File: src/rtl/wta_bus_mux_p.sv
// wta_bus_mux_p: registered source-select mux with one-beat valid/ready output stage
module wta_bus_mux_p #(
  parameter int DATA_W   = 16,
  parameter int NUM_SRC  = 15,
  parameter int SEL_W    = 8,
  parameter int SEL_BASE = 1,
  parameter int CNT_W    = 16
) (
  input  logic                      clk,
  input  logic                      rst_n,
  input  logic [SEL_W-1:0]          wta_sel,
  input  logic                      wta_en,
  input  logic [NUM_SRC*DATA_W-1:0] src_data,
  input  logic                      out_ready,
  input  logic                      err_clr,
  output logic                      req_stall,
  output logic [DATA_W-1:0]         dataout,
  output logic                      out_valid,
  output logic                      out_err,
  output logic                      err_sticky,
  output logic [CNT_W-1:0]          xfer_cnt
);
  typedef enum logic {EMPTY, FULL} state_t;
  localparam logic [SEL_W:0] SEL_LO = (SEL_W+1)'(SEL_BASE);
  localparam logic [SEL_W:0] SEL_N  = (SEL_W+1)'(NUM_SRC);
  state_t              state_q, state_d;
  logic [DATA_W-1:0]   dataout_q, dataout_d, sel_word;
  logic                out_err_q, out_err_d, err_sticky_q, err_sticky_d;
  logic [CNT_W-1:0]    xfer_cnt_q, xfer_cnt_d;
  logic [SEL_W:0]      offset;
  logic                in_range, accept, fire;
  // codes below SEL_BASE wrap to >= 2^SEL_W, so one compare covers both bounds
  assign offset    = {1'b0, wta_sel} - SEL_LO;
  assign in_range  = offset < SEL_N;
  assign out_valid = state_q == FULL;
  assign fire      = out_valid && out_ready;
  assign accept    = wta_en && (!out_valid || out_ready);
  assign req_stall = wta_en && out_valid && !out_ready;
  assign dataout    = dataout_q;
  assign out_err    = out_err_q;
  assign err_sticky = err_sticky_q;
  assign xfer_cnt   = xfer_cnt_q;
  // source word addressed by the select; zero for out-of-range codes
  always_comb begin
    sel_word = '0;
    for (int k = 0; k < NUM_SRC; k++)
      if (offset == (SEL_W+1)'(k)) sel_word = src_data[k*DATA_W +: DATA_W];
  end
  // next state: load on accept, drain to zero on a bare fire, otherwise hold
  always_comb begin
    state_d      = state_q == EMPTY ? (wta_en ? FULL : EMPTY) : (fire && !wta_en ? EMPTY : FULL);
    dataout_d    = accept ? sel_word : fire ? '0 : dataout_q;
    out_err_d    = accept ? !in_range : fire ? 1'b0 : out_err_q;
    err_sticky_d = (accept && !in_range) || (err_sticky_q && !err_clr);
    xfer_cnt_d   = xfer_cnt_q + CNT_W'(fire);
  end
  // output stage and debug registers
  always_ff @(posedge clk or negedge rst_n) begin
    if (!rst_n) begin
      state_q      <= EMPTY;
      dataout_q    <= '0;
      out_err_q    <= 1'b0;
      err_sticky_q <= 1'b0;
      xfer_cnt_q   <= '0;
    end else begin
      state_q      <= state_d;
      dataout_q    <= dataout_d;
      out_err_q    <= out_err_d;
      err_sticky_q <= err_sticky_d;
      xfer_cnt_q   <= xfer_cnt_d;
    end
  end
endmodule

File: config.mk
export PLATFORM = sky130hd
export DESIGN_NAME = wta_bus_mux_p
export DESIGN_NICKNAME = d
export VERILOG_FILES = /design/src/rtl/wta_bus_mux_p.sv
export SDC_FILE = /design/constraint.sdc
export NUM_CORES = 1
export LEC_CHECK = 0
export ABC_AREA = 0
export CAP_MARGIN = 20
export CORE_ASPECT_RATIO = 1.2
export CORE_MARGIN = 2
export CORE_UTILIZATION = 36
export DETAILED_ROUTE_END_ITERATION = 8
export PLACE_DENSITY = 0.86
export SLEW_MARGIN = 20
export SYNTH_ARGS = -nofsm -noshare
export SYNTH_HDL_FRONTEND = slang
export SYNTH_SLANG_ARGS = --single-unit
File: constraint.sdc
create_clock -name clk -period 2.4 [get_ports clk]
set_input_delay 0.36 -clock clk [delete_from_list [all_inputs] [get_ports clk]]
set_output_delay 0.36 -clock clk [all_outputs]
set_load 0.005 [all_outputs]
==> impl_metrics.env, run 1 <==
export IMPL_synthArstFlopShare=1.00
export IMPL_holdWs_ns=0.163
export IMPL_critPathLaunchType="input pin"
export IMPL_crit_family="buffers and inverters"
export IMPL_final_common_cell="clkdlybuf4s50_1"
export IMPL_slowest_stage="or3b_4"
export IMPL_power_density_nw_per_um2=288
export IMPL_core_rowCount=43
export IMPL_vdd_drop_max_v=0.000309
export IMPL_placed_area_um2=8570
export IMPL_drv_cap=0
export IMPL_seq_area_um2=876
export IMPL_crit_path_cell_trace="buf_2 -> buf_6 -> or3b_4 -> buf_4 -> o21ai_4 -> nor3_4 -> buf_12 -> buf_4 -> a222oi_1 -> nor2_1 -> nor3b_1 -> buf_4 -> o31ai_2"
export IMPL_die_height_um=123
export IMPL_clockBufferDepth=2
export IMPL_critPathRequiredTime_ns=2.57
export IMPL_ys_types=80
export IMPL_netlist_instances=586
export IMPL_status="finished with violations"
export IMPL_grt_pass1_wl_mm=40.1
export IMPL_drive_gt1_frac=0.301
export IMPL_firstDrtPassIters=6
export IMPL_crit_start="wta_sel[3]"
export IMPL_fin_crit_ns=2.62
export IMPL_multi_input_comb_area_um2=3730
export IMPL_grt_setup_unrepaired="yes"
export IMPL_grt_overflow_total=0
export IMPL_diodes=0
export IMPL_failed_checks="negative setup slack"
export IMPL_worst_slack_ns=-0.223
export IMPL_critPathMostFrequentCell="buf_4"
export IMPL_crit_buf_inv=6
export IMPL_drc=0
export IMPL_critPathMaxFanout=8
export IMPL_ant_nets=0
export IMPL_avgSynthCellArea_um2=7.27
export IMPL_clkTransAtPathRegs_ns=0.06
export IMPL_gp_congestion=1.07
export IMPL_finalClockSkew_ns=0.00746
export IMPL_cts_tree="built"
export IMPL_h_tree_depth=2
export IMPL_ys_seq_elements=35
export IMPL_start_util=0.368
export IMPL_dp_hpwl_mm=22.3
export IMPL_synth_edf_count=0
export IMPL_r2r_start="out_valid$_DFF_PN0_"
export IMPL_track_usage=0.422
export IMPL_wl_met3_mm=3.09
export IMPL_fin_nets=1299
export IMPL_synth_warnings=0
export IMPL_route_met2_wl_mm=13.5
export IMPL_via_per_inst=6.28
export IMPL_synth_ff_type="dfrtp_1"
export IMPL_reg2regPathDepth=7
export IMPL_wirelength_mm=28.4
export IMPL_wl_met1_mm=9.74
export IMPL_ys_seq_area_frac=0.206
export IMPL_fmax_mhz=381
export IMPL_critPathKind="input pin to flop"
export IMPL_clock_tree_root_cell="clkbuf_16"
export IMPL_cts_sinks=35
export IMPL_fin_area_um2=9500
export IMPL_layout_common_cells="clkdlybuf4s50_1 (281), buf_4 (170), nand2_1 (69)"
export IMPL_leakagePower_nw=3.87
export IMPL_ios=289
export IMPL_period_share=1.09
export IMPL_hold_path_class="input pin to asynchronous set/reset pin"
export IMPL_drt_iter0_drc=794
export IMPL_syn_area_um2=4260
export IMPL_hold_viol_final=0
export IMPL_top_layer="met4"
export IMPL_syn_nets=846
export IMPL_end_kind="flop"
export IMPL_finalSetupViolations=16
export IMPL_ff2ff_setup_slack_ns=0.29
export IMPL_antenna_found_initial=0
export IMPL_core_area_um2=11600
export IMPL_dieArea_um2=12700
export IMPL_cp_data_arrival_time_ns=2.79
export IMPL_slowest_delay_ns=0.42
export IMPL_fill_cells=736
export IMPL_syn_to_final_growth_pct=123
export IMPL_via_count=7516
export IMPL_slew_violations=0
export IMPL_io_buffers=288
export IMPL_tightest_slew_ns=0.846
export IMPL_die_x_um=103
export IMPL_r2r_end="dataout[10]$_DFFE_PN0P_"
export IMPL_clock_latency_ns=0.30
export IMPL_relSlewSlack=0.436
export IMPL_grt_pass1_vias=7422
export IMPL_grt_max_degree=36
export IMPL_numCtsBuffers=5
export IMPL_avgRoutedWirePerCell_um=23.7
-- where the power goes --
part / leakage, nW / internal, W / total [W] / switching, W
logic: 3.31 / 0.000736 / 0.00122 / 0.000487
clock network: 0.0868 / 0.000517 / 0.000793 / 0.000276
registers: 0.469 / 0.000653 / 0.000721 / 0.0000683
-- worst max path at each step --
stage / endpoint / slack (ns) / cells after the start
finish: dataout[9]$_DFFE_PN0P_ / -0.22 / 13
global route: dataout[1]$_DFFE_PN0P_ / -0.25 / 11
CTS: dataout[15]$_DFFE_PN0P_ / -0.20 / 14
detailed placement: dataout[3]$_DFFE_PN0P_ / -1.08 / 12
global placement: dataout[3]$_DFFE_PN0P_ / -1.03 / 9
floorplan: dataout[15]$_DFFE_PN0P_ / -0.09 / 9
-- timing repair --
action,4_1_cts,5_1_grt
cloned,1,2
pin swaps,23,34
setup endpoints to repair,18,16
endpoints found under the hold margin,0,0
hold buffers,0,0
resized for setup,74,81
buffers inserted,7,19
-- synthesized netlist by cell type (6+ instances only) --
| cell | instances | share of area |
|---|---|---|
| nor2_1 | 56 | 0.049 |
| nor3_1 | 21 | 0.025 |
| inv_1 | 9 | 0.0079 |
| a221oi_1 | 12 | 0.025 |
| a21oi_1 | 38 | 0.045 |
| xnor2_1 | 12 | 0.025 |
| ha_1 | 7 | 0.021 |
| o221ai_1 | 14 | 0.029 |
| nand3_1 | 30 | 0.035 |
| o211ai_1 | 11 | 0.019 |
| a211o_1 | 10 | 0.021 |
| nand2_1 | 75 | 0.066 |
| a31oi_1 | 7 | 0.010 |
| dfrtp_1 | 35 | 0.21 |
| a2bb2oi_1 | 6 | 0.012 |
| a222oi_1 | 7 | 0.016 |
| clkbuf_1 | 15 | 0.013 |
| o22ai_1 | 20 | 0.029 |
| buf_2 | 16 | 0.019 |
| nor4_1 | 7 | 0.010 |
| a211oi_1 | 6 | 0.011 |
| a221o_1 | 9 | 0.021 |
| and3_1 | 10 | 0.015 |
| a22oi_1 | 8 | 0.014 |
| o21ai_0 | 30 | 0.035 |
| nand4_1 | 14 | 0.021 |
-- state kept, by name (all words and copies together), names as in the netlist --
| signal | count |
|---|---|
| xfer_cnt | 16 |
| dataout | 16 |
| out_valid | 1 |
| err_sticky | 1 |
| out_err | 1 |
-- cell type report --
class | instances | area share
clock buffers | 6 | 0.0146
clock inverters | 2 | 0.00369
inverters | 10 | 0.00579
multi-input cells | 506 | 0.393
flip-flops and latches | 35 | 0.0922
well taps | 157 | 0.0207
repair buffers | 481 | 0.470
-- logic make-up after synthesis --
family | synth area share
flops | 0.206
compound gates | 0.369
simple gates | 0.307
mux | 0.0159
buf+inv | 0.0505
xor+xnor | 0.0308
fa+ha+maj | 0.0206
-- stage by stage --
step	total power [W]	worst slack, ns	TNS, ns	std cells	utilization
after floorplan	0.00101	-0.0941	-0.274	586	-
after global routing	0.00283	-0.251	-3.00	1197	0.822
after CTS	0.00264	-0.200	-2.22	1179	0.780
after global placement	0.00182	-1.03	-14.16	1163	0.741
after detailed placement	0.00183	-1.08	-15.41	1163	0.741
final	0.00274	-0.223	-1.53	1197	0.822
-- layer usage --
layer,vias up,track usage
met5,-,0
met4,0,0.270
met3,166,0.101
met2,645,0.717
met1,3486,0.466
li1,3219,-
(Power assumes the default switching activity.)
==> run 2: changes to the inputs <==
- ABC_AREA: 0 -> 1
- CTS_BUF_LIST: unset -> sky130_fd_sc_hd__clkbuf_8 sky130_fd_sc_hd__clkbuf_16
- PLACE_DENSITY: 0.86 -> 0.83
==> impl_metrics.env, run 2 <==
export IMPL_hold_start="dataout[13]$_DFFE_PN0P_"
export IMPL_synthArstFlopShare=1.00
export IMPL_synth_top_area_frac=0.311
export IMPL_avgSynthCellArea_um2=5.23
export IMPL_drc=0
export IMPL_synth_edf_count=0
export IMPL_fin_crit_ns=2.61
export IMPL_fill_cells=1107
export IMPL_io_buffers=288
export IMPL_period_share=1.09
export IMPL_via_count=7202
export IMPL_r2r_start="out_valid$_DFF_PN0_"
export IMPL_critPathMaxFanout=7
export IMPL_hold_path_class="flop to flop"
export IMPL_p_switching_w=0.000737
export IMPL_netlist_instances=918
export IMPL_finalClockSkew_ns=0.00286
export IMPL_clock_tree_root_cell="clkbuf_16"
export IMPL_start_util=0.366
export IMPL_ios=289
export IMPL_clockBufferDepth=2
export IMPL_relSlewSlack=0.692
export IMPL_yosysTopAreaCell="nand2_1"
export IMPL_vdd_drop_max_v=0.000568
export IMPL_grt_pass1_vias=6784
export IMPL_ys_seq_area_frac=0.182
export IMPL_syn_to_final_growth_pct=93.1
export IMPL_ys_top_cells_by_count="nand2_1 (398), inv_1 (166), o21ai_0 (95)"
export IMPL_numCtsBuffers=5
export IMPL_grt_max_degree=36
export IMPL_pwr_share_comb=0.435
export IMPL_dp_slack_ns=-1.04
export IMPL_final_common_cell="nand2_1"
export IMPL_cts_sinks=35
export IMPL_switching_share=0.301
export IMPL_fmax_mhz=383
export IMPL_seq_power_share=0.318
export IMPL_die_height_um=130
export IMPL_leakagePower_nw=4.75
export IMPL_p_int_w=0.00171
export IMPL_crit_start="wta_sel[1]"
export IMPL_die_x_um=109
export IMPL_worst_slack_ns=-0.210
export IMPL_cts_tree="built"
export IMPL_h_tree_depth=2
export IMPL_tightest_slew_ns=0.462
export IMPL_yosys_top_cells_area="nand2_1 (31%), dfrtp_1 (18%), inv_1 (13%)"
export IMPL_hold_viol_final=0
export IMPL_ys_types=37
export IMPL_via_per_inst=4.95
export IMPL_track_usage=0.317
export IMPL_finalSetupViolations=16
export IMPL_core_area_um2=13100
export IMPL_synth_most_common_cell="nand2_1"
export IMPL_avgRoutedWirePerCell_um=16.8
export IMPL_firstDrtPassIters=5
export IMPL_wirelength_mm=24.4
export IMPL_drt_iter0_drc=692
export IMPL_slew_violations=0
export IMPL_core_rowCount=46
export IMPL_drv_cap=0
export IMPL_finalPower_w=0.00245
export IMPL_drive_gt1_frac=0.182
export IMPL_layout_common_cells="nand2_1 (375), clkdlybuf4s50_1 (280), inv_1 (161)"
export IMPL_grt_pass1_wl_mm=34.9
export IMPL_grt_overflow_total=0
export IMPL_gp_congestion=1.01
export IMPL_failed_checks="negative setup slack"
export IMPL_critPathRequiredTime_ns=2.57
export IMPL_clockPowerShare=0.246
export IMPL_clock_latency_ns=0.28
export IMPL_end_kind="flop"
export IMPL_antenna_found_initial=3
export IMPL_fin_nets=1544
export IMPL_synth_warnings=0
export IMPL_ys_seq_elements=35
export IMPL_utilization=0.706
export IMPL_synth_ff_type="dfrtp_1"
export IMPL_power_density_nw_per_um2=264
export IMPL_dieArea_um2=14300
export IMPL_critPathLaunchType="input pin"
export IMPL_cp_data_arrival_time_ns=2.78
export IMPL_clkTransAtPathRegs_ns=0.05
export IMPL_ant_nets=0
export IMPL_syn_area_um2=4800
export IMPL_dp_hpwl_mm=18.8
export IMPL_status="finished with violations"
export IMPL_critPathKind="input pin to flop"
export IMPL_syn_nets=1178
export IMPL_grt_setup_unrepaired="yes"
## run 2: cell count changes after synthesis, sizes merged, moves of 17 or more
cell   change
o21ai     +68
nand3     +33
inv      +160
nand2    +323
nor2      -33
nor3      -18
o22ai     -17
a21oi     -33
## run 2: per-stage QoR
stage | setup TNS, ns | cells | hold slack [ns] | area [um2]
3_5_place_dp | -16.43 | 1430 | 0.470 | 8610
3_3_place_gp | -15.12 | 1430 | 0.461 | 8610
5_1_grt | -6.35 | 1453 | 0.506 | 9260
6_report | -2.59 | 1455 | 0.484 | 9270
4_1_cts | -2.12 | 1449 | 0.489 | 9040
2_1_floorplan | -1.71 | 918 | 0.0644 | 4840
## run 2: power by group through the flow
stage	Combinational, W	Clock (W)	Sequential [W]
after floorplan	0.000226	0	0.000743
after global placement	0.000959	0	0.000757
after detailed placement	0.000969	0	0.000759
after CTS	0.00100	0.000602	0.000755
after global routing	0.00112	0.000632	0.000787
final	0.00107	0.000603	0.000779
## run 2: final cells by class
cell class | instances | area [um2] | share of cell area
Timing Repair Buffer | 396 | 3900 | 0.420
Tap cell | 168 | 210 | 0.0227
Sequential cell | 35 | 876 | 0.0945
Clock inverter | 1 | 3.75 | 0.000405
Multi-Input combinational cell | 673 | 3480 | 0.376
Inverter | 173 | 666 | 0.0718
Antenna cell | 4 | 10.0 | 0.00108
Clock buffer | 5 | 125 | 0.0135
## run 2: what timing repair did
action / 4_1_cts / 5_1_grt
hold buffers: 0 / 0
pin swaps: 44 / 44
resized for setup: 101 / 63
cloned: 2 / 0
setup buffers: 12 / 2
setup endpoints to repair: 19 / 19
## run 2: per-layer routing
layer / wire, um / track usage
met5: 11 / 0
met4: 1140 / 0.125
met3: 2770 / 0.0967
met2: 11600 / 0.559
met1: 8810 / 0.355
## run 2: logic make-up after synthesis
group | Yosys count | share of synthesized area
XOR/XNOR | 15 | 0.0274
buffers and inverters | 211 | 0.172
flip-flops | 35 | 0.182
AND/OR/NAND/NOR | 536 | 0.478
AO/OA/AOI/OAI | 114 | 0.122
adder cells (fa/ha/maj) | 7 | 0.0182
## run 2: worst paths after layout
path / to / slack [ns] / depth (start not counted)
max: dataout[15]$_DFFE_PN0P_ / -0.21 / 27
min: dataout[13]$_DFFE_PN0P_ / 0.48 / 2
max reg2reg: xfer_cnt[15]$_DFF_PN0_ / 0.13 / 11
min reg2reg: dataout[13]$_DFFE_PN0P_ / 0.48 / 2
max in group asynchronous: err_sticky$_DFF_PN0_ / 1.57 / 2
min in group asynchronous: dataout[5]$_DFFE_PN0P_ / 0.49 / 2
## run 2: worst max-delay path: stages
cell and delay, ns:
buf_8 0.10, buf_6 0.11, nor2_4 0.11, nand2_2 0.08, o21ai_2 0.14, nand3_2 0.13, nor2_8 0.18, buf_12 0.13
inv_8 0.03, nor2_4 0.11, buf_12 0.16, nand2_8 0.08, buf_6 0.15, o21ai_2 0.11, inv_1 0.05, nand2_1 0.06
nand2_1 0.04, nand2_1 0.07, nand3_1 0.07, nand3_1 0.07, nand2_1 0.06, nand2_1 0.06, nand2_1 0.05, nand2_1 0.08
nand2_2 0.06, nand2_1 0.05, nand2_1 0.05
==> run 3: changes to the inputs <==
- CORE_MARGIN: 2 -> unset
- CTS_CLUSTER_SIZE: unset -> 20
- GPL_TIMING_DRIVEN: unset -> 1
==> impl_metrics.env, run 3 (synthesis results as in run 2) <==
export IMPL_tightest_slew_ns=0.473
export IMPL_antenna_found_initial=4
export IMPL_layout_common_cells="nand2_1 (387), clkdlybuf4s50_1 (279), inv_1 (159)"
export IMPL_ant_nets=0
export IMPL_seq_power_share=0.305
export IMPL_h_tree_depth=2
export IMPL_hold_buffers=0
export IMPL_grt_max_degree=36
export IMPL_die_height_um=128
export IMPL_vdd_drop_max_v=0.000555
export IMPL_drv_cap=0
export IMPL_end_kind="flop"
export IMPL_die_x_um=107
export IMPL_track_usage=0.333
export IMPL_start_util=0.374
export IMPL_switching_share=0.293
export IMPL_critPathMostFrequentCell="nand2_1"
export IMPL_hold_path_class="input pin to flop"
export IMPL_finalSetupViolations=16
export IMPL_hold_viol_final=0
export IMPL_drc=0
export IMPL_crit_buf_inv=6
export IMPL_finalPower_w=0.00252
export IMPL_power_density_nw_per_um2=273
export IMPL_worst_slack_ns=-0.347
export IMPL_avgRoutedWirePerCell_um=16.1
export IMPL_dp_hpwl_mm=18.4
export IMPL_wirelength_mm=23.5
export IMPL_dieArea_um2=13800
export IMPL_core_area_um2=12800
export IMPL_crit_family="simple AND/OR/NAND/NOR gates"
export IMPL_io_buffers=288
export IMPL_syn_to_final_growth_pct=92.1
export IMPL_clkTransAtPathRegs_ns=0.06
export IMPL_failed_checks="negative setup slack"
export IMPL_clockPowerShare=0.277
export IMPL_numCtsBuffers=5
export IMPL_grt_pass1_vias=6956
export IMPL_fill_cells=1052
export IMPL_holdWs_ns=0.417
export IMPL_via_per_inst=4.88
export IMPL_slew_violations=0
export IMPL_fin_crit_ns=2.75
export IMPL_period_share=1.14
export IMPL_via_count=7104
export IMPL_grt_overflow_total=0
export IMPL_core_rowCount=45
export IMPL_finalClockSkew_ns=0.00331
export IMPL_firstDrtPassIters=5
export IMPL_slowest_delay_ns=0.25
export IMPL_critPathRequiredTime_ns=2.58
export IMPL_p_switching_w=0.000738
export IMPL_ios=289
export IMPL_critPathMaxFanout=22
export IMPL_gp_congestion=0.951
export IMPL_drt_iter0_drc=500
export IMPL_cts_sinks=35
export IMPL_critPathLaunchType="input pin"
export IMPL_relSlewSlack=0.685
export IMPL_cp_data_arrival_time_ns=2.92
export IMPL_drive_gt1_frac=0.171
export IMPL_p_int_w=0.00178
export IMPL_dp_slack_ns=-1.22
export IMPL_final_common_cell="nand2_1"
export IMPL_fmax_mhz=364
export IMPL_slowest_stage="o21ai_1"
export IMPL_grt_pass1_wl_mm=35.2
export IMPL_fin_nets=1548
export IMPL_cts_tree="built"
export IMPL_clock_latency_ns=0.29
export IMPL_grt_setup_unrepaired="yes"
export IMPL_clockBufferDepth=2
export IMPL_leakagePower_nw=4.75
export IMPL_pwr_share_comb=0.418
export IMPL_critPathKind="input pin to flop"
export IMPL_clock_tree_root_cell="clkbuf_16"
export IMPL_status="finished with violations"
-- run 3: timing repair --
| item | CTS | global route |
|---|---|---|
| buffers inserted | 21 | 7 |
| gates cloned | 1 | 0 |
| setup endpoints to repair | 19 | 19 |
| resized for setup | 108 | 23 |
| pin swaps | 67 | 39 |
-- run 3: worst paths after layout --
kind                                              start                       to  slack [ns]  cells after the start
worst min-delay path                          out_ready      out_valid$_DFF_PN0_        0.42                      4
min in group asynchronous                         rst_n      out_valid$_DFF_PN0_        0.49                      2
max in group asynchronous                         rst_n      out_err$_DFFE_PN0P_        1.57                      2
worst min register to register  dataout[11]$_DFFE_PN0P_  dataout[11]$_DFFE_PN0P_        0.48                      2
worst max register to register      out_valid$_DFF_PN0_   xfer_cnt[14]$_DFF_PN0_        0.41                     12
worst max-delay path                         wta_sel[1]  dataout[10]$_DFFE_PN0P_       -0.35                     27
-- run 3: layout make-up --
class | instances | area, um2 | share of cell area
Antenna cell | 2 | 5.00 | 0.000543
Sequential cell | 35 | 876 | 0.0950
Clock inverter | 1 | 3.75 | 0.000407
Multi-Input combinational cell | 672 | 3390 | 0.367
Clock buffer | 7 | 153 | 0.0166
Timing Repair Buffer | 401 | 3920 | 0.425
Inverter | 173 | 673 | 0.0730
Tap cell | 164 | 205 | 0.0223
-- run 3: metrics by stage --
| stage | area [um2] | TNS, ns | std cells | utilization |
|---|---|---|---|---|
| after floorplan | 4840 | -1.71 | 918 | - |
| after global placement | 8500 | -15.75 | 1416 | 0.662 |
| after detailed placement | 8500 | -16.90 | 1416 | 0.662 |
| after CTS | 9070 | -3.11 | 1446 | 0.707 |
| after global routing | 9220 | -7.54 | 1455 | 0.718 |
| final | 9220 | -3.84 | 1455 | 0.718 |
-- run 3: per-layer routing --
metal | GRT usage | vias to the layer above | part of all wire
met5 | 0 | - | 0.0010
met4 | 0.194 | 4 | 0.055
met3 | 0.0963 | 85 | 0.11
met2 | 0.580 | 382 | 0.47
met1 | 0.358 | 3101 | 0.36
li1 | - | 3532 | -
-- run 3: power groups by stage --
stage / sequential [W] / clock (W) / combinational (W)
6_report: 0.000767 / 0.000698 / 0.00105
4_1_cts: 0.000748 / 0.000701 / 0.00101
3_5_place_dp: 0.000752 / 0 / 0.000962
3_3_place_gp: 0.000753 / 0 / 0.000953
5_1_grt: 0.000777 / 0.000719 / 0.00113
2_1_floorplan: 0.000743 / 0 / 0.000226
-- run 3: worst reg2reg max path, delay by kind of cell (launching register included) --
family	cells	cell delay, ns
and+or+nand+nor	7	0.91
DFF	1	0.34
adders and majority gates	2	0.28
buffers and inverters	2	0.22
xor gates and xnor gates	1	0.16
